[config.mk]
export PLATFORM = sky130hd
export DESIGN_NAME = m_bpred
export DESIGN_NICKNAME = d
export VERILOG_FILES = /design/src/rtl/m_bpred.sv
export SDC_FILE = /design/constraint.sdc
export NUM_CORES = 1
export LEC_CHECK = 0
export BUFFER_PORTS_ARGS = -buffer_cell sky130_fd_sc_hd__buf_2
export CAP_MARGIN = 20
export CORE_AREA = 2 2 279 281
export CTS_BUF_LIST = sky130_fd_sc_hd__clkbuf_8
export DETAILED_ROUTE_END_ITERATION = 16
export DIE_AREA = 0 0 281 283
export PLACE_DENSITY = 0.78
export SLEW_MARGIN = 20
export SYNTH_ARGS = -nofsm -noshare
export SYNTH_HDL_FRONTEND = slang
export SYNTH_SLANG_ARGS = --single-unit
[constraint.sdc]
create_clock -name w_clk -period 4.9 [get_ports w_clk]
set_input_delay 0.735 -clock w_clk [delete_from_list [all_inputs] [get_ports w_clk]]
set_output_delay 0.735 -clock w_clk [all_outputs]
set_load 0.01 [all_outputs]
[src/rtl/m_bpred.sv]
// m_bpred: direct-mapped BTB with 2-bit counters plus branch/mispredict event counters
module m_bpred #(
  parameter int ENTRIES = 16,
  parameter int IDX_W = 4
) (
  input  logic        w_clk,
  input  logic        w_rst,
  input  logic [31:0] w_pc,
  output logic        w_bp_tkn,
  output logic [31:0] w_ppc,
  input  logic        w_upd_v,
  input  logic [31:0] w_upd_pc,
  input  logic        w_upd_tkn,
  input  logic [31:0] w_upd_tpc,
  input  logic        w_miss,
  output logic [31:0] w_nbr,
  output logic [31:0] w_nmis
);
  localparam int TAG_W = 30 - IDX_W;
  logic             r_vld [ENTRIES];
  logic [TAG_W-1:0] r_tag [ENTRIES];
  logic [31:0]      r_tgt [ENTRIES];
  logic [1:0]       r_ctr [ENTRIES];
  logic [IDX_W-1:0] w_idx, w_uidx;
  logic [TAG_W-1:0] w_tag, w_utag;
  logic             w_hit, w_uhit;
  logic             w_unused;
  assign w_unused = &{1'b0, w_pc[1:0], w_upd_pc[1:0]};
  always_comb begin
    w_idx    = w_pc[IDX_W+1:2];
    w_tag    = w_pc[31:IDX_W+2];
    w_uidx   = w_upd_pc[IDX_W+1:2];
    w_utag   = w_upd_pc[31:IDX_W+2];
    w_hit    = r_vld[w_idx] && r_tag[w_idx] == w_tag;
    w_uhit   = r_vld[w_uidx] && r_tag[w_uidx] == w_utag;
    w_bp_tkn = w_hit & r_ctr[w_idx][1];
    w_ppc    = w_bp_tkn ? r_tgt[w_idx] : w_pc + 32'd4;
  end
  always_ff @(posedge w_clk) begin
    if (w_rst) begin
      for (int i = 0; i < ENTRIES; i++) begin
        r_vld[i] <= 1'b0;
        r_ctr[i] <= 2'b01;
      end
      w_nbr  <= '0;
      w_nmis <= '0;
    end else begin
      if (w_upd_v) w_nbr <= w_nbr + 32'd1;
      if (w_miss) w_nmis <= w_nmis + 32'd1;
      if (w_upd_v && w_uhit) begin
        r_ctr[w_uidx] <= w_upd_tkn ? (r_ctr[w_uidx] == 2'b11 ? 2'b11 : r_ctr[w_uidx] + 2'b01)
                                   : (r_ctr[w_uidx] == 2'b00 ? 2'b00 : r_ctr[w_uidx] - 2'b01);
        if (w_upd_tkn) r_tgt[w_uidx] <= w_upd_tpc;
      end else if (w_upd_v && w_upd_tkn) begin
        // a taken miss claims the slot, evicting whatever alias lived there
        r_vld[w_uidx] <= 1'b1;
        r_tag[w_uidx] <= w_utag;
        r_tgt[w_uidx] <= w_upd_tpc;
        r_ctr[w_uidx] <= 2'b10;
      end
    end
  end
endmodule

==> results_dict.tcl <==
set metrics [dict create \
    regArea_um2 30430 \
    ys_seq_elements 1040 \
    hold_class "input pin to register" \
    cts_max_level 4 \
    syn2layout_area_growth_pct 13.57 \
    synth_cells 2427 \
    combPwrFrac_pct 7.2 \
    fin_tns_setup_ps 0 \
    synth-simple-area-share_pct 4.487 \
    postCtsHoldBufs 0 \
    dp_cells 3632 \
    cts_root_buf "clkbuf_8" \
    fin_skew_ps 45.51 \
    crit_required_ps 4160 \
    synth_nets 2531 \
    endpoint_kind "output port" \
    slowest_stage "mux4_2" \
    multi_input_area_um2 14420 \
    path_cells "mux4_2 > mux4_2 > xnor2_1 > nand2_1 > nor4_1 > nand4_1 > buf_12 > mux2_2 > buf_2" \
    die-width_um 281 \
    place.detailed.hpwl_mm 72.23 \
    relSlewSlack_pct 25.62 \
    grt_use_total_pct 30.00 \
    io_buffers 195 \
    synth_edf_count 960 \
    ir_drop_mv 0.2841 \
    routed_via_density 6.629 \
    grt_pass1_vias 27000 \
    slowest_delay_ps 550 \
    finalMaxSlewViolations 0 \
    p_leak_nw 17.41 \
    period_share_pct 97.86 \
    synth_top_family_by_area "multiplexers" \
    path_max_fanout 32 \
    avgSynthCellArea_um2 18.80 \
    cellPowerDensity_nw_per_um2 352.5 \
    pre_cts_ws_ps 154.0 \
    die_area_um2 79520 \
    synth_cell_types 70 \
    clkPwrFrac_pct 39.1 \
    synthArstFlopShare_pct 0 \
    final_util_pct 67.54 \
    hold_viol 0 \
    ios 198 \
    critPathKind "register to output port" \
    critPathArrivalTime_ps 4060 \
    fin_cells 3957 \
    ant_nets 0 \
    nets 2865 \
    grt.overflow.total 0 \
    drc_errors 0 \
    dpl_cell_area_um2 48500 \
    synth-main-ff-cell "edfxtp_1" \
    synth_compound_gate_area_share_pct 2.318 \
    yosys_warnings 0 \
    ys_seq_area_share_pct 66.70 \
    die_y_um 283 \
    cts.sinks 1040 \
    p_int_w 0.01392 \
    drt_iter0_drc 3478 \
    vias 26230 \
    setup_violations 0 \
    p_switching_w 0.004348 \
    fin_area_um2 51810 \
    swShare_pct 23.81 \
    core_area_um2 76700 \
    cp_common_cell "mux4_2" \
    worst_pin_slew_ps 1114 \
    antenna_found_initial 24 \
    insertion_delay_ps 830 \
    status "completed" \
    clock.fmax_mhz 208.5 \
    clockBufferDepth 3 \
    seq_power_share_pct 53.7 \
    wirelength_mm 117.9 \
    drtPass1Iterations 6 \
    wl_per_cell_um 29.80 \
    grt_start_max_net_pins 101 \
    place_congestion 0.9310 \
    cap_violations 0 \
    initial_core_util_pct 59.48 \
    fill_cells 4854 \
    drive_gt1_share_pct 34.15 \
    synth_xor_area_share_pct 2.573 \
    cts.reportedPaths.clkPinSlew_ps 60 \
    synth_mux_area_share_pct 21.81 \
    min_period_ps 4795 \
    cts_tree "done" \
    syn_area_um2 45620 \
    num_rows 102 \
    timing.final.ws_setup_ps 104.9 \
    synthAdderAreaFrac_pct 0.1262 \
    startpoint_type "register" \
    cts_buffers 166 \
    grt_first_pass_wirelength_mm 173.2 \
]
## worst paths after layout
check / to / slack [ps] / startpoint / cells after the start
max: w_ppc[6] / 100 / r_tag[11][3] / 9
min: r_tgt[13][24] / 270 / w_upd_tpc[24] / 1
max reg2reg: r_ctr[8][1] / 1240 / r_tag[2][4] / 10
min reg2reg: r_vld[1] / 490 / r_vld[1] / 2
## power groups by stage
stage,logic [W],clock network [W],registers [W]
floorplan,0.000821,0,0.00998
global placement,0.00127,0,0.00998
detailed placement,0.00130,0,0.00999
CTS,0.00131,0.00724,0.00980
global route,0.00139,0.00760,0.00981
finish,0.00132,0.00714,0.00980
## synthesized netlist by cell type (36+ instances only)
master	n	share of area [%]
buf_2	45	0.49
nor2_1	110	0.91
dfxtp_1	80	3.5
mux4_2	381	19
nand3_1	43	0.47
nand4_1	37	0.51
mux2_2	36	0.89
nand2_1	82	0.67
clkbuf_1	61	0.50
xor2_1	69	1.3
inv_1	36	0.30
xnor2_1	65	1.2
mux2i_1	94	2.1
edfxtp_1	960	63
## cell type report
class,instances,area share (%)
sequential,1040,58.74
multi-input combinational,1201,27.83
clock buffer,169,4.490
timing repair buffer,315,4.367
tap,1040,2.512
clock inverter,140,1.720
inverter,37,0.2705
antenna,15,0.07245
## state kept, by name (all words and copies together) (netlist names)
register / count
r_tag: 416
w_nmis: 32
r_vld: 16
r_tgt: 512
r_ctr: 32
w_nbr: 32
## per-layer routing
metal	track usage, %	wire length, um	vias up
li1	-	-	10760
met1	39.48	42210	13510
met2	48.46	58810	1659
met3	7.652	12880	282
met4	11.80	3853	24
met5	0	152	-
## cells in the final DEF, fill, tap and decap left out, types with 4 or more instances in the layout
master,count
edfxtp_1,960
and3b_1,4
a21boi_0,12
nand3b_1,7
diode_2,15
inv_2,15
clkinv_2,26
mux2_2,36
inv_16,5
a22oi_1,14
nor4_1,9
nand4_1,37
xor2_1,69
xnor2_1,64
and3_1,17
o22a_1,18
clkinv_1,43
o22ai_1,20
dfxtp_1,80
o21ai_0,30
bufinv_16,5
and4_1,17
nand2b_1,6
nor2_4,17
nand2_1,82
nor3_1,18
buf_2,188
buf_4,96
clkbuf_8,169
mux2i_1,94
nor2b_1,11
inv_1,71
or3_1,7
nor2_1,93
nand4b_1,6
mux4_2,381
nand3_1,43
a21oi_1,20
a211oi_1,7
buf_12,24
## critical path: cells and delay by family (launching register included)
| kind | cells | cell delay (ps) |
|---|---|---|
| xor gates and xnor gates | 1 | 370 |
| DFF | 1 | 410 |
| muxes | 3 | 1390 |
| buffers and inverters | 2 | 420 |
| and+or+nand+nor | 3 | 650 |
## kinds of logic after synthesis
| logic type | Yosys count |
|---|---|
| AOI/OAI and AO/OA | 154 |
| and+or+nand+nor | 395 |
| muxes | 513 |
| DFF | 1040 |
| buffers and inverters | 186 |
| adders and majority gates | 5 |
| xor gates and xnor gates | 134 |
## through the flow
stage / total power [W] / hold WS, ps
2_1_floorplan: 0.01080 / 460.0
3_3_place_gp: 0.01125 / 469.8
3_5_place_dp: 0.01129 / 474.4
4_1_cts: 0.01835 / 197.6
5_1_grt: 0.01880 / 227.7
6_report: 0.01826 / 265.6
## what timing repair did
| action | CTS | global route |
|---|---|---|
| setup endpoints to repair | 0 | 31 |
| gates resized for setup | 0 | 5 |
| buffers inserted | 0 | 0 |
(Power assumes the default switching activity.)
